`src/rtl/hazard_controller.sv`:
```
// Interlock and forwarding controller for the 5-stage RV32I pipeline.
// Tracks in-flight register writers in EX/MEM/WB and derives stall, flush and forward selects.
module hazard_controller #(
  parameter int unsigned FLUSH_CYCLES = 2,
  parameter int unsigned REG_AW       = 5
) (
  input  logic              clk_i,
  input  logic              reset_i,
  input  logic              id_valid_i,
  input  logic [REG_AW-1:0] rs1_addr_i,
  input  logic [REG_AW-1:0] rs2_addr_i,
  input  logic              rs1_used_i,
  input  logic              rs2_used_i,
  input  logic [REG_AW-1:0] rd_addr_i,
  input  logic              rd_wen_i,
  input  logic              is_load_i,
  input  logic              branch_taken_i,
  input  logic              ext_stall_i,
  output logic              stall_o,
  output logic              flush_o,
  output logic [1:0]        fwd_a_o,
  output logic [1:0]        fwd_b_o,
  output logic              busy_o
);

  typedef struct packed {
    logic              valid;
    logic [REG_AW-1:0] rd;
    logic              wen;
    logic              load;
  } slot_t;

  localparam logic [2:0] FlushLoad = 3'(FLUSH_CYCLES);

  slot_t      ex_q, ex_d, mem_q, mem_d, wb_q, wb_d;
  logic [2:0] flush_cnt_q, flush_cnt_d;
  logic       haz_a, haz_b;
  logic       issue;

  function automatic logic slot_match(input slot_t s, input logic used,
                                      input logic [REG_AW-1:0] addr);
    return used & s.valid & s.wen & (s.rd == addr);
  endfunction

  // Youngest matching writer wins; a load still in EX/MEM has no data yet.
  function automatic logic [2:0] src_sel(input logic used, input logic [REG_AW-1:0] addr,
                                         input slot_t ex, input slot_t mem, input slot_t wb);
    logic [2:0] r;
    r = 3'b000;
    if (slot_match(ex, used, addr)) begin
      r = ex.load ? 3'b100 : 3'b001;
    end else if (slot_match(mem, used, addr)) begin
      r = mem.load ? 3'b100 : 3'b010;
    end else if (slot_match(wb, used, addr)) begin
      r = 3'b011;
    end
    return r;
  endfunction

  always_comb begin
    logic [2:0] sel_a, sel_b;
    sel_a   = src_sel(rs1_used_i, rs1_addr_i, ex_q, mem_q, wb_q);
    sel_b   = src_sel(rs2_used_i, rs2_addr_i, ex_q, mem_q, wb_q);
    haz_a   = sel_a[2];
    haz_b   = sel_b[2];
    fwd_a_o = sel_a[1:0];
    fwd_b_o = sel_b[1:0];
  end

  always_comb begin
    flush_o = (flush_cnt_q != 3'd0);
    stall_o = id_valid_i & (haz_a | haz_b) & ~flush_o;
    busy_o  = ex_q.valid | mem_q.valid | wb_q.valid;
    issue   = id_valid_i & ~stall_o & ~flush_o & ~ext_stall_i;
  end

  always_comb begin
    ex_d        = ex_q;
    mem_d       = mem_q;
    wb_d        = wb_q;
    flush_cnt_d = flush_cnt_q;
    if (!ext_stall_i) begin
      wb_d  = mem_q;
      mem_d = ex_q;
      ex_d  = '0;
      if (issue) begin
        ex_d.valid = 1'b1;
        ex_d.rd    = rd_addr_i;
        ex_d.wen   = rd_wen_i & (rd_addr_i != '0);
        ex_d.load  = is_load_i;
      end
      if (branch_taken_i) begin
        flush_cnt_d = FlushLoad;
      end else if (flush_cnt_q != 3'd0) begin
        flush_cnt_d = flush_cnt_q - 3'd1;
      end
    end
  end

  always_ff @(posedge clk_i or posedge reset_i) begin
    if (reset_i) begin
      ex_q        <= '0;
      mem_q       <= '0;
      wb_q        <= '0;
      flush_cnt_q <= 3'd0;
    end else begin
      ex_q        <= ex_d;
      mem_q       <= mem_d;
      wb_q        <= wb_d;
      flush_cnt_q <= flush_cnt_d;
    end
  end

endmodule

```
`config.mk`:
```
export PLATFORM = sky130hd
export DESIGN_NAME = hazard_controller
export DESIGN_NICKNAME = d
export VERILOG_FILES = /design/src/rtl/hazard_controller.sv
export SDC_FILE = /design/constraint.sdc
export NUM_CORES = 1
export LEC_CHECK = 0
export CAP_MARGIN = 10
export CORE_AREA = 2 2 55 57
export CTS_CLUSTER_SIZE = 30
export DETAILED_ROUTE_END_ITERATION = 6
export DIE_AREA = 0 0 57 59
export DONT_BUFFER_PORTS = 1
export GPL_TIMING_DRIVEN = 0
export HOLD_SLACK_MARGIN = 0.1
export PLACE_DENSITY = 0.79
export SYNTH_ARGS = -nofsm -noshare
export SYNTH_HDL_FRONTEND = slang
export SYNTH_SLANG_ARGS = --single-unit
```
`constraint.sdc`:
```
create_clock -name clk_i -period 1.9 [get_ports clk_i]
set_input_delay 0.285 -clock clk_i [delete_from_list [all_inputs] [get_ports clk_i]]
set_output_delay 0.285 -clock clk_i [all_outputs]
set_load 0.02 [all_outputs]
```
==> results of run 1 <==
[flip-flops by register name, indices dropped and copies added (netlist names)]
signal       flops
mem_q            8
ex_q             8
wb_q             7
flush_cnt_q      3
[placed cells by master, fill, tap and decap left out, types with 2 or more instances in the layout]
cell,synthesis,routed
xnor2_1,9,9
mux2_2,15,15
nand4_1,5,5
clkbuf_4,0,3
or3_1,2,2
buf_6,0,3
a22o_1,5,5
dlygate4sd3_1,0,7
nor4_2,1,4
xor2_2,0,5
buf_1,2,2
and2_4,0,2
ha_1,2,2
dfrtp_2,0,9
xor2_1,21,16
and3_1,2,2
mux2i_4,0,2
inv_1,7,7
nand2_1,3,3
buf_4,0,11
and2_1,3,2
dfrtp_1,26,17
[worst max-delay path, delay by kind of cell (launching register included)]
| family | cells | cell delay [ns] |
|---|---|---|
| AO/OA/AOI/OAI | 2 | 0.40 |
| XOR/XNOR | 1 | 0.18 |
| buffers and inverters | 1 | 0.15 |
| flip-flops | 1 | 0.47 |
| AND/OR/NAND/NOR | 3 | 0.53 |
[through the flow]
stage / instances / hold WS, ns
floorplan: 130 / 0.325
global placement: 161 / 0.415
detailed placement: 161 / 0.417
CTS: 182 / 0.122
global route: 186 / 0.122
finish: 186 / 0.126
[layout make-up]
| cell class | instances | area, µm² | share of cell area |
|---|---|---|---|
| clock buffers | 3 | 22.5 | 0.0119 |
| clock inverters | 1 | 30.0 | 0.0159 |
| plain buffers | 3 | 11.3 | 0.00594 |
| flip-flops and latches | 26 | 662 | 0.349 |
| inverters | 7 | 26.3 | 0.0139 |
| multi-input cells | 94 | 917 | 0.484 |
| well taps | 31 | 38.8 | 0.0205 |
| repair buffers | 21 | 186 | 0.0984 |
[what timing repair did]
item / in CTS / in global routing
resized for setup: 19 / 13
hold buffers: 7 / 0
endpoints found under the hold margin: 32 / 0
setup endpoints to repair: 13 / 13
setup buffers: 10 / 4
gates cloned: 0 / 0
pin swaps: 16 / 14
[worst max path at each step]
stage / endpoint / slack, ns / startpoint / cells after the start
3_5_place_dp: ex_q[1]$_DFFE_PP0N_ / -0.43 / ex_q[6]$_DFFE_PP0N_ / 6
2_1_floorplan: ex_q[1]$_DFFE_PP0N_ / -0.09 / ex_q[5]$_DFFE_PP0N_ / 6
6_report: stall_o / -0.44 / ex_q[6]$_DFFE_PP0N_ / 7
4_1_cts: stall_o / -0.42 / ex_q[5]$_DFFE_PP0N_ / 7
3_3_place_gp: ex_q[1]$_DFFE_PP0N_ / -0.41 / ex_q[2]$_DFFE_PP0N_ / 6
5_1_grt: ex_q[1]$_DFFE_PP0N_ / -0.54 / ex_q[6]$_DFFE_PP0N_ / 9
[power by group]
group          internal (µW)  switching [µW]  leakage, µW  total, µW
logic                    217             215     0.000509        431
clock network            213             159    0.0000279        373
registers                648            97.2     0.000339        746
[per-layer routing]
metal	vias to the layer above	routed length [µm]
met2	38	1750
li1	517	-
met3	9	166
met4	0	119
met1	560	1470
met5	-	0
[cells by family after synthesis]
kind of cell             count (synthesis)  synth area share
AO/OA/AOI/OAI                           17             0.102
XOR/XNOR                                30             0.176
adder cells (fa/ha/maj)                  2            0.0168
buffers and inverters                   10            0.0251
flip-flops                              26             0.436
multiplexers                            18             0.133
AND/OR/NAND/NOR                         27             0.111
==> impl_results.md, run 1 <==
* Status: finished with violations
* Failing checks: setup timing
* Routed len/inst at 18.8 µm
* Min cycle time layout at 2.34 ns
* Layout Nets at 182
* Endpoints failing setup at 13
* Slew HR at 0.368
* Setup CP Type: register to primary output
* Peak supply drop at 0.000487 V
* Tot GR Track Use at 0.223
* Chip width at 57 µm
* Met1 Track Usage GR at 0.283
* Die Ht at 59 µm
* Cell taking the most area after synthesis: dfrtp_1
* Grt ovf at 0
* Share of layout cells above drive strength 1 at 0.406
* Place WS at -0.433 ns
* Initial DRC count at 59
* Hold depth at 1
* R2r startpoint: ex_q[6]$_DFFE_PP0N_
* Initial Util at 0.551
* Required time of the critical path at 1.62 ns
* Final wirelength at 3500 µm
* Max-Cap Viols at 0
* EDFF count, synth at 0
* Worst min path class: primary input to register
* Mapped Area at 0.00149 mm²
* CP Capture Type: primary output
* Initial antenna violation count at 0
* Filler cell count at 192
* GR peak layer: met2
* CTS Root Cell: clkbuf_4
* Syn_area_per_cell at 11.5 µm²
* Drt drc at 0
* Clk sinks at 26
* Total power at 1550 µW
* Crit-path max cell delay at 0.47 ns
* Pin count of the biggest net entering global routing at 27
* Crit-path slowest cell: dfrtp_2
* I/O Buffers at 0
* WP data arrival at 2.06 ns
* Prevailing post-synth register cell: dfrtp_1
* Hold path start: rd_wen_i
* Critical Path, Cell by Cell: xor2_1 -> nor4_1 -> nand4_1 -> buf_6 -> a32o_2 -> a21oi_2 -> nor2_4
* Hold Fails Final Rpt at 0
* Reg2Reg Setup Slack at -0.43 ns
* FMAX at 427 MHz
* M2 GR Usage at 0.361
* Leak Pwr at 0.000877 µW
* Clk pin slew, worst setup/hold paths at 0.13 ns
* DR vias at 1124
* P&R area growth vs syn at 26.9%
* DP Area at 0.00154 mm²
* Fin Setup TNS at -4.84 ns
* Yosys top cell area share at 0.436
* R2r endpoint: ex_q[1]$_DFFE_PP0N_
* Actual slew at the worst max-slew pin at 0.947 ns
* DRT Pass-1 Iters at 6
* H-tree Lvls at 1
* Synth Instances at 130
* Most frequent cell after synthesis: dfrtp_1
* Post-route cell area at 0.00189 mm²
* Die area at 0.00336 mm²
* Worst skew pair latency at 0.32 ns
* First-pass GRT wire length at 5540 µm
* Clock Tree Buf Depth at 2
* Final Max Tran Viols at 0
* Setup repair after global routing missed its margin: true
* Synth area leaders: dfrtp_1, xor2_1, mux2_2, xnor2_1, a22o_1
* Number of buffers created by CTS at 3
* Async SR Flop Fraction at 1.00
* Final WS setup at -0.444 ns
* Vias in the first global route at 1156
* Antenna Nets Post-Route at 0
* Cell variety after synth at 32
* Via density at 6.04
* Num rows at 19
* Worst Hold End: ex_q[1]$_DFFE_PP0N_
* Most frequent cells after synthesis: dfrtp_1, xor2_1, mux2_2
* Ant. Diodes at 0
* PD cells at 818 mW/mm²
* CP max FO at 3
* CP Launch Type: register
* Register area share after synthesis at 0.436
* I/O pin count at 31
* TritonCTS clock tree: done
* R2r worst-path depth at 9
* Period utilisation layout at 1.23
* Post-Syn Nets at 156
* Detailed placement HPWL at 2400 µm
* Core area at 0.00271 mm²
* Yosys warns at 0
* Final Skew at 0.00169 ns
* Fin util at 0.699
* Register bit count reported by yosys at 26
* Met3 Track Usage GR at 0.0502
* Routability Congestion at 0.973
Power figures use the tool's default switching activity.
==> run 2: changes to the inputs <==
- SKIP_LAST_GASP: unset -> 1
==> impl_results.md, run 2 (synthesis gave the netlist of run 1 again) <==
* Largest registers: ex_q (8), mem_q (8), wb_q (7)
* Detailed placement HPWL at 2400 µm
* Total power at 1550 µW
* PD cells at 819 mW/mm²
* Setup repair after global routing missed its margin: true
* Initial DRC count at 59
* Crit-path slowest cell: dfrtp_2
* Layout Nets at 182
* Core area at 0.00271 mm²
* Leak Pwr at 0.000877 µW
* FMAX at 426 MHz
* R2r startpoint: ex_q[6]$_DFFE_PP0N_
* Place WS at -0.433 ns
* Worst min path class: primary input to register
* Via density at 6.08
* Area of the multi-input gates at 917 µm²
* Final wirelength at 3530 µm
* Filler cell count at 192
* Slew HR at 0.362
* Routability Congestion at 0.973
* Failing checks: setup timing
* Worst Setup SP: ex_q[6]$_DFFE_PP0N_
* Drt drc at 0
* Most common cell after layout, fill and taps aside: dfrtp_1
* Period utilisation layout at 1.23
* CTS Root Cell: clkbuf_4
* CP max FO at 3
* FF/Latch Area at 662 µm²
* Die area at 0.00336 mm²
* TritonCTS clock tree: done
* Worst skew pair latency at 0.32 ns
* Share of layout cells above drive strength 1 at 0.406
* Endpoints failing setup at 13
* Actual slew at the worst max-slew pin at 0.957 ns
* Peak supply drop at 0.000487 V
* Die Ht at 59 µm
* Critical Path, Cell by Cell: xor2_1 -> nor4_1 -> nand4_1 -> buf_6 -> a32o_2 -> a21oi_2 -> nor2_4
* Required time of the critical path at 1.62 ns
* Final Max Tran Viols at 0
* Antenna Nets Post-Route at 0
* Num rows at 19
* WP data arrival at 2.06 ns
* Grt ovf at 0
* Initial Util at 0.551
* Final WS setup at -0.445 ns
* Min cycle time layout at 2.35 ns
* Number of buffers created by CTS at 3
* Clk pin slew, worst setup/hold paths at 0.13 ns
* I/O Buffers at 0
* Hold path start: rd_wen_i
* Tot GR Track Use at 0.223
* Chip width at 57 µm
* Final Skew at 0.00128 ns
* Initial antenna violation count at 0
* CP Capture Type: primary output
* Setup CP Type: register to primary output
* Max-Cap Viols at 0
* P&R area growth vs syn at 26.9%
* First-pass GRT wire length at 5540 µm
* Hold Fails Final Rpt at 0
* Vias in the first global route at 1156
* I/O pin count at 31
* Status: finished with violations
* Pin count of the biggest net entering global routing at 27
* Crit-path max cell delay at 0.47 ns
* Clk sinks at 26
* Clock Tree Buf Depth at 2
* Ant. Diodes at 0
* Routed len/inst at 19.0 µm
* DR vias at 1131
* DRT Pass-1 Iters at 4
* H-tree Lvls at 1
* Most frequent cells in the layout: dfrtp_1, xor2_1, mux2_2, buf_4
* CP Launch Type: register
-- run 2: per-layer routing --
layer / track usage / up-vias / share of wire
met5: 0 / - / 0
met4: 0.113 / 0 / 0.034
met3: 0.0502 / 9 / 0.043
met2: 0.361 / 39 / 0.50
met1: 0.283 / 569 / 0.43
li1: - / 514 / -
-- run 2: cell type report --
| type | instances | area share |
|---|---|---|
| multi-input combinational | 94 | 0.484 |
| sequential | 26 | 0.349 |
| timing repair buffer | 21 | 0.0984 |
| tap | 31 | 0.0205 |
| clock inverter | 1 | 0.0159 |
| inverter | 7 | 0.0139 |
| clock buffer | 3 | 0.0119 |
| buffer | 3 | 0.00594 |
-- run 2: power breakdown --
group,leakage [µW],internal [µW],switching [µW]
Combinational,0.000509,217,214
Sequential,0.000339,648,97.7
Clock,0.0000279,213,161
-- run 2: path summary, 6_finish.rpt --
path                                              end  slack, ns  cells past startpoint
setup / recovery                              stall_o      -0.45                      7
hold / removal                    ex_q[1]$_DFFE_PP0N_       0.13                      1
setup reg to reg                  ex_q[1]$_DFFE_PP0N_      -0.43                      9
hold reg to reg            flush_cnt_q[1]$_DFFE_PP0P_       0.52                      1
max in group asynchronous         ex_q[2]$_DFFE_PP0N_       0.66                      2
min in group asynchronous  flush_cnt_q[1]$_DFFE_PP0P_       0.60                      2
-- run 2: worst max-delay path: cells and delay by family, from the launching register on --
kind                      cells  cell delay, ns
AOI/OAI and AO/OA             2            0.40
xor gates and xnor gates      1            0.18
buffers and inverters         1            0.15
DFF                           1            0.47
and+or+nand+nor               3            0.53
-- run 2: metrics by stage --
step | setup TNS, ns | instance area, µm² | std cells | utilization | hold slack (ns)
6_report | -4.81 | 1890 | 186 | 0.699 | 0.125
3_5_place_dp | -3.69 | 1540 | 161 | 0.567 | 0.417
3_3_place_gp | -3.45 | 1540 | 161 | 0.567 | 0.415
5_1_grt | -6.15 | 1890 | 186 | 0.699 | 0.122
4_1_cts | -4.27 | 1800 | 182 | 0.665 | 0.122
2_1_floorplan | -0.555 | 1500 | 130 | - | 0.325
-- run 2: timing repair --
action,4_1_cts,5_1_grt
hold buffers,7,0
hold endpoints to repair,32,0
setup endpoints to repair,13,13
pin swaps,16,14
setup buffers,10,4
gates resized for setup,18,14
==> run 3: changes to the inputs <==
- CORE_AREA: 2 2 55 57 -> 2 2 61 63
- DIE_AREA: 0 0 57 59 -> 0 0 63 65
- DONT_BUFFER_PORTS: 1 -> unset
- PLACE_DENSITY: 0.79 -> 0.8
==> impl_results.md, run 3 (synthesis gave the netlist of run 1 again) <==
* Status: finished with violations
* Failing checks: setup timing
* Routed len/inst at 14.8 µm
* Crit-path max cell delay at 0.43 ns
* R2r worst-path depth at 8
* Drt drc at 0
* Fin Setup TNS at -4.33 ns
* Final Skew at 0.00574 ns
* Setup CP Type: register to primary output
* Initial DRC count at 29
* PD cells at 719 mW/mm²
* WP buf/inv at 2
* Delay-heaviest family, CP: simple AND/OR/NAND/NOR gates
* Layout Nets at 211
* Clk sinks at 26
* WP data arrival at 2.03 ns
* P&R area growth vs syn at 42.7%
* Min cycle time layout at 2.31 ns
* CP Launch Type: register
* R2r startpoint: ex_q[2]$_DFFE_PP0N_
* M2 GR Usage at 0.287
* Initial antenna violation count at 0
* CP Capture Type: primary output
* DR vias at 1187
* Vias in the first global route at 1205
* Leak Pwr at 0.00104 µW
* TritonCTS clock tree: done
* DRT Pass-1 Iters at 4
* Max-Cap Viols at 0
* I/O pin count at 31
* Reg2Reg Setup Slack at -0.34 ns
* Chip width at 63 µm
* Crit-path slowest cell: dfrtp_1
* CTS Root Cell: clkbuf_4
* Grt ovf at 0
* FMAX at 432 MHz
* Core area at 0.00350 mm²
* Share of layout cells above drive strength 1 at 0.353
* H-tree Lvls at 1
* Slew HR at 0.368
* Number of buffers created by CTS at 3
* Fin util at 0.610
* Clk pin slew, worst setup/hold paths at 0.13 ns
* Initial Util at 0.427
* Period utilisation layout at 1.22
* Clock Tree Buf Depth at 2
* CP max FO at 2
* Final WS setup at -0.414 ns
* Final Max Tran Viols at 0
* First-pass GRT wire length at 5520 µm
* Most common cell after layout, fill and taps aside: dfrtp_1
* Met1 Track Usage GR at 0.226
* Die area at 0.00410 mm²
* Antenna Nets Post-Route at 0
* R2r endpoint: ex_q[1]$_DFFE_PP0N_
* Pin count of the biggest net entering global routing at 27
* Peak supply drop at 0.000454 V
* Die Ht at 65 µm
* Most frequent cells in the layout: dfrtp_1, xor2_1, buf_4, mux2_2, clkdlybuf4s50_1
* DP Area at 0.00185 mm²
* Tot GR Track Use at 0.176
* Actual slew at the worst max-slew pin at 0.947 ns
* Final wirelength at 3430 µm
* Largest registers: ex_q (8), mem_q (8), wb_q (7)
* I/O Buffers at 29
* Post-route cell area at 0.00213 mm²
* Endpoints failing setup at 13
* Detailed placement HPWL at 2470 µm
* Critical Path, Cell by Cell: xor2_1 -> nor4_2 -> and4_1 -> buf_4 -> a32o_2 -> a21oi_2 -> nor2_2 -> buf_6
* Worst min path class: primary input to asynchronous set/reset pin
* Place WS at -1.06 ns
* Hold Fails Final Rpt at 0
* Via density at 5.12
* Met3 Track Usage GR at 0.0139
* Num rows at 22
* Required time of the critical path at 1.62 ns
* Worst skew pair latency at 0.31 ns
* Routability Congestion at 0.893
* GR peak layer: met2
* Cts hold-fix bufs at 0
* Ant. Diodes at 0
* Setup repair after global routing missed its margin: true
run 3: changes by cell type in the layout (fill, tap and decap cells not counted), moves of 3 or more:
cell | previous run | this run
xor2_2 | 5 | 2
dlygate4sd2_1 | 0 | 9
buf_6 | 3 | 7
xor2_1 | 16 | 19
dfrtp_1 | 17 | 24
clkdlybuf4s50_1 | 0 | 14
buf_4 | 11 | 18
dfrtp_2 | 9 | 2
dlygate4sd3_1 | 7 | 0
run 3: through the flow:
stage	hold slack, ns	std cells	power (µW)
after floorplan	0.325	130	1020
after global placement	0.492	207	1170
after detailed placement	0.506	207	1190
after CTS	0.457	230	1520
after global routing	0.507	232	1630
final	0.466	232	1530
run 3: area by class of cell:
cell class	count	area, µm²
Fill cell	306	1370
Multi-Input combinational cell	94	896
Sequential cell	26	653
Timing Repair Buffer	50	448
Tap cell	48	60.1
Clock buffer	4	36.3
Inverter	7	26.3
Buffer	3	11.3
run 3: worst register-to-register path, delay by kind of cell (launching register included):
kind                      cells  cell delay (ns)
AOI/OAI and AO/OA             3             0.77
and+or+nand+nor               2             0.48
DFF                           1             0.46
buffers and inverters         2             0.32
xor gates and xnor gates      1             0.16
run 3: per-layer routing:
metal	wire length [µm]	share of wire
met4	140	0.041
met2	1630	0.48
met1	1550	0.45
met3	109	0.032
met5	0	0
run 3: worst max-delay path by stage:
stage / startpoint / endpoint / slack [ns] / cells past startpoint
final: mem_q[6]$_DFFE_PP0N_ / stall_o / -0.41 / 8
after global routing: mem_q[6]$_DFFE_PP0N_ / stall_o / -0.54 / 8
after CTS: ex_q[5]$_DFFE_PP0N_ / fwd_a_o[0] / -0.39 / 7
after detailed placement: rs1_addr_i[1] / fwd_a_o[1] / -1.06 / 8
after global placement: rs1_addr_i[4] / fwd_a_o[1] / -1.05 / 8
after floorplan: ex_q[5]$_DFFE_PP0N_ / ex_q[1]$_DFFE_PP0N_ / -0.09 / 6
run 3: what timing repair did:
| action | 4_1_cts | 5_1_grt |
|---|---|---|
| cloned | 0 | 0 |
| resized for setup | 56 | 5 |
| setup endpoints to repair | 15 | 14 |
| setup buffers | 19 | 2 |
| pin swaps | 24 | 7 |
run 3: report_power, final:
group          internal [µW]  switching, µW
clock                    117            151
sequential               645           83.6
combinational            286            250
==> RTL edit 1 (config.mk and constraints of run 3) <==
Make the reset (`reset_i`) synchronous in one clocked block.
--- a/src/rtl/hazard_controller.sv
+++ b/src/rtl/hazard_controller.sv
@@ -97,7 +97,7 @@
     end
   end
 
-  always_ff @(posedge clk_i or posedge reset_i) begin
+  always_ff @(posedge clk_i) begin
     if (reset_i) begin
       ex_q        <= '0;
       mem_q       <= '0;
Function: differs if reset_i is asserted again (counterexample within 4 cycles, from zero or initial values and one cycle with reset_i high); with reset_i held inactive, the same outputs for 4 cycles.
==> RTL edit 1 against run 3 <==
- the run still ends with setup timing left
- area after synthesis down 3.6%
- sequential cell count did not move
- critical path depth decreased by 2
- sequential share of layout area shrank 3.4 points
- worst setup slack worse by 0.077 ns
- design area fell by 8.9%
- routed wire length is 1.6% lower
- critical path type unchanged
Power is not compared: it rests on default switching activity, and its combinational part moved more than twofold at a synthesized area within 25%.
==> RTL edit 1: results (changes against run 3) <==
final number of setup-violating endpoints 5 (-8); layout cells sized above 1 20.21% (-15 points); commonest cells in the netlist dfxtp_1 (26), nor2_1 (20), xor2_1 (19); per-cell routed wire length 13.99 um (-5.3%); leakage power 0.8453 nW; top-area cell type share of the netlist area 36.17% (-7.4 points); Starting DRT DRC Count 92 (+220%); I/O Buffers 30 (+3.4%); Tot GR Track Use 17.42% (-0.16 points); DPL Wire Length 2495 um (+1.2%); drt via density 5.071 (-0.90%); relative slew slack 60.17% (+23 points); first-pass GRT wire length 5416 um (-1.9%); final wirelength 3372 um (-1.6%); ys async rst share 0% (-100 points); Setup WS post-layout -0.4916 ns (-0.07735 ns); met1 wire length 1534 um (-0.90%); vias in the first global route 1,194 (-0.91%); placed inst area 0.001799 mm2 (-2.6%); met2 Usage GRT 29.52% (+0.80 points); Syn Nets 177 (+13%); Ant. Diodes 0 (unchanged); clk_skew 0.003044 ns (-0.002692 ns); met3 wire length 164 um (+50%); dpl cells 229 (+11%); Hold Crit Class reg2reg; top cells by area, synth dfxtp_1 (36%), mux2i_1 (13%), xor2_1 (12%); Total Nets Final 220 (+4.3%); Seq/Total Area, Yosys 36.17% (-7.4 points); met3 usage 2.778% (+1.4 points); DR WL met2 1597 um (-1.9%); crit path max fanout 4 (+2); failing checks setup timing; syn_area_per_cell 9.529 um2 (-17%); status finished with violations; clk_lat worst skew 0.33 ns (+0.02 ns); M1 GR Usage 21.44% (-1.2 points); Pre-antenna DRT Iters 4 (unchanged); Layout fillers 326 (+6.5%); gpl congestion 0.9603 (+7.6%); comb pwr 0.000206 W; pin count of the biggest net entering global routing 15 (-44%); WP data arrival 2.11 ns (+0.08 ns)
RTL edit 1: final timing paths:
path,from,end,slack (ns),cells past startpoint
setup reg to reg,ex_q[6],ex_q[7],0.04,8
setup / recovery,mem_q[2],fwd_a_o[1],-0.49,6
hold reg to reg,flush_cnt_q[1],flush_cnt_q[1],0.49,2
hold / removal,flush_cnt_q[1],flush_cnt_q[1],0.49,2
RTL edit 1: timing repair:
item                       CTS  global route
pin swaps                    8             8
gates resized for setup     41            11
cloned                       0             0
setup endpoints to repair   14            12
buffers inserted             4             4
RTL edit 1: cells by family after synthesis:
kind of cell	Yosys count	synth area share, %
muxes	18	12.52
AOI/OAI and AO/OA	20	11.91
buffers and inverters	9	2.435
adders and majority gates	2	1.739
and+or+nand+nor	46	16.96
DFF	26	36.17
xor gates and xnor gates	30	18.26
RTL edit 1: worst max-delay path, stage by stage, from the launching register on:
cell     delay, ns
dfxtp_4       0.38
xor2_1        0.16
nor4_1        0.31
nand3_1       0.20
or3_4         0.41
a21oi_2       0.15
buf_4         0.15
RTL edit 1: metrics by stage:
| step | utilization (%) | TNS (ns) | worst slack (ns) |
|---|---|---|---|
| after floorplan | - | 0 | 0.001800 |
| after global placement | 51.47 | -8.026 | -0.9984 |
| after detailed placement | 51.47 | -8.508 | -1.015 |
| after CTS | 53.36 | -1.848 | -0.4768 |
| after global routing | 55.51 | -2.408 | -0.5548 |
| final | 55.51 | -1.982 | -0.4916 |
RTL edit 1: cell type report:
type / instances / area [um2] / area share (%)
Timing Repair Buffer: 38 / 332.8 / 17.15
Inverter: 4 / 15.01 / 0.7737
Sequential cell: 26 / 528.0 / 27.21
Tap cell: 48 / 60.06 / 3.095
Clock buffer: 4 / 36.28 / 1.870
Buffer: 5 / 20.02 / 1.032
Multi-Input combinational cell: 116 / 948.4 / 48.87
==> RTL edit 2 (flow settings as in run 3) <==
Without the edit above. `REG_AW`: 5 -> 4.
--- a/src/rtl/hazard_controller.sv
+++ b/src/rtl/hazard_controller.sv
@@ -2,7 +2,7 @@
 // Tracks in-flight register writers in EX/MEM/WB and derives stall, flush and forward selects.
 module hazard_controller #(
   parameter int unsigned FLUSH_CYCLES = 2,
-  parameter int unsigned REG_AW       = 5
+  parameter int unsigned REG_AW       = 4
 ) (
   input  logic              clk_i,
   input  logic              reset_i,
Interface: changed (resized rd_addr_i, rs1_addr_i and rs2_addr_i); port bits go from 31 to 28. No check against the original RTL was run, so the function may have changed too.
==> RTL edit 2 against run 3 <==
- the flow still finishes with violations (setup timing)
- design area shrank 18%
- sequential cell count fell by 3
- routed wire length down 10%
- worst setup slack got worse by 0.073 ns
- area after synthesis decreased by 10%
- clock power is 15% lower
- first-iteration DRC count increased by 66%
- clock skew is 0.0015 ns higher
- maximum frequency fell by 3.1%
- total power is 16% lower
- highest routed layer unchanged
==> RTL edit 2: results (changes against run 3) <==
WP data arrival 2.10 ns (+0.07 ns); met1 wire length 1301 um (-16%); first-pass GRT wire length 5133 um (-7.0%); status finished with violations; placed inst area 0.001685 mm2 (-8.8%); failing checks setup timing; Seq/Total Area, Yosys 43.03% (-0.56 points); final wirelength 3072 um (-10%); clk_skew 0.007252 ns (+0.001515 ns); drt via density 5.322 (+4.0%); M1 GR Usage 18.38% (-4.3 points); pin count of the biggest net entering global routing 24 (-11%); Tot GR Track Use 16.23% (-1.3 points); post-CTS sizing 40 (-29%); setup_tns -3.537 ns (+0.7900 ns); Syn Nets 140 (-10%); post-route insts no fill 202 (-13%); number of setup buffers added after CTS 6 (-13); Setup WS post-layout -0.4876 ns (-0.07330 ns); top cells by area, synth dfrtp_1 (43%), mux2_2 (11%), xor2_1 (9.2%); biggest registers after layout ex_q x7, mem_q x7, wb_q x6; Worst Setup EP fwd_a_o[1]; top-area cell type share of the netlist area 43.03% (-0.56 points); relative slew slack 41.64% (+4.8 points); Hold WS 0.4396 ns (-0.02664 ns); I/O Buffers 27 (-6.9%); DPL Wire Length 2382 um (-3.4%); met3 usage 2.604% (+1.2 points); Mapped Cells 117 (-10%); clock root cell clkbuf_4; number of buffers created by CTS 3 (unchanged); Total Nets Final 178 (-16%); Net Sw Frac 33.11% (+1.5 points); vias in the first global route 1,148 (-4.7%); leakage power 0.7902 nW (-24%); reg2reg setup slack -0.26 ns (+0.08 ns); Seq pwr share 51.5% (+4.0 points); gpl congestion 0.9126 (+2.2%); crit path max fanout 3 (+1); Int Power 0.0008596 W (-18%); worst slack, placed -1.025 ns (+0.03974 ns); Max VDD drop 0.2358 mV (-48%); met3 wire length 141 um (+29%); Reg-to-Reg Start mem_q[4]; met2 Usage GRT 29.12% (+0.40 points); final number of setup-violating endpoints 12 (-1); dpl cells 192 (-7.2%); commonest cells in the netlist dfrtp_1 (23), xor2_1 (14), mux2_2 (13); DR WL met2 1538 um (-5.5%); Synth cell types 29 (-9.4%); Critical-path top delay cell or4_4; crit-path max cell delay 0.53 ns (+0.10 ns)
==> RTL edit 2: cell types whose count changed after synthesis, moves of 2 or more <==
cell     delta
xor2_1      -7
buf_1       -2
dfrtp_1     -3
nor4_1      -2
and3_1      -2
nor2_2      +2
and2_1      -3
mux2i_1     -2
or4_4       +2
a21oi_1     +2
nand3_1     +3
or2_2       +2
mux2_2      -2
and4_4      +2
==> RTL edit 2: cell families after synthesis <==
logic type                 share of synthesized area [%]
DFF                                                43.03
adders and majority gates                          1.871
and+or+nand+nor                                    13.10
buffers and inverters                              2.526
muxes                                              11.69
AOI/OAI and AO/OA                                  12.07
xor gates and xnor gates                           15.72
==> RTL edit 2: area by class of cell <==
type,count,area (um2)
well taps,48,60.06
inverters,7,26.28
repair buffers,33,296.5
fillers,343,1744
flip-flops and latches,23,575.6
clock buffers,4,26.28
multi-input cells,85,759.5
plain buffers,2,7.507
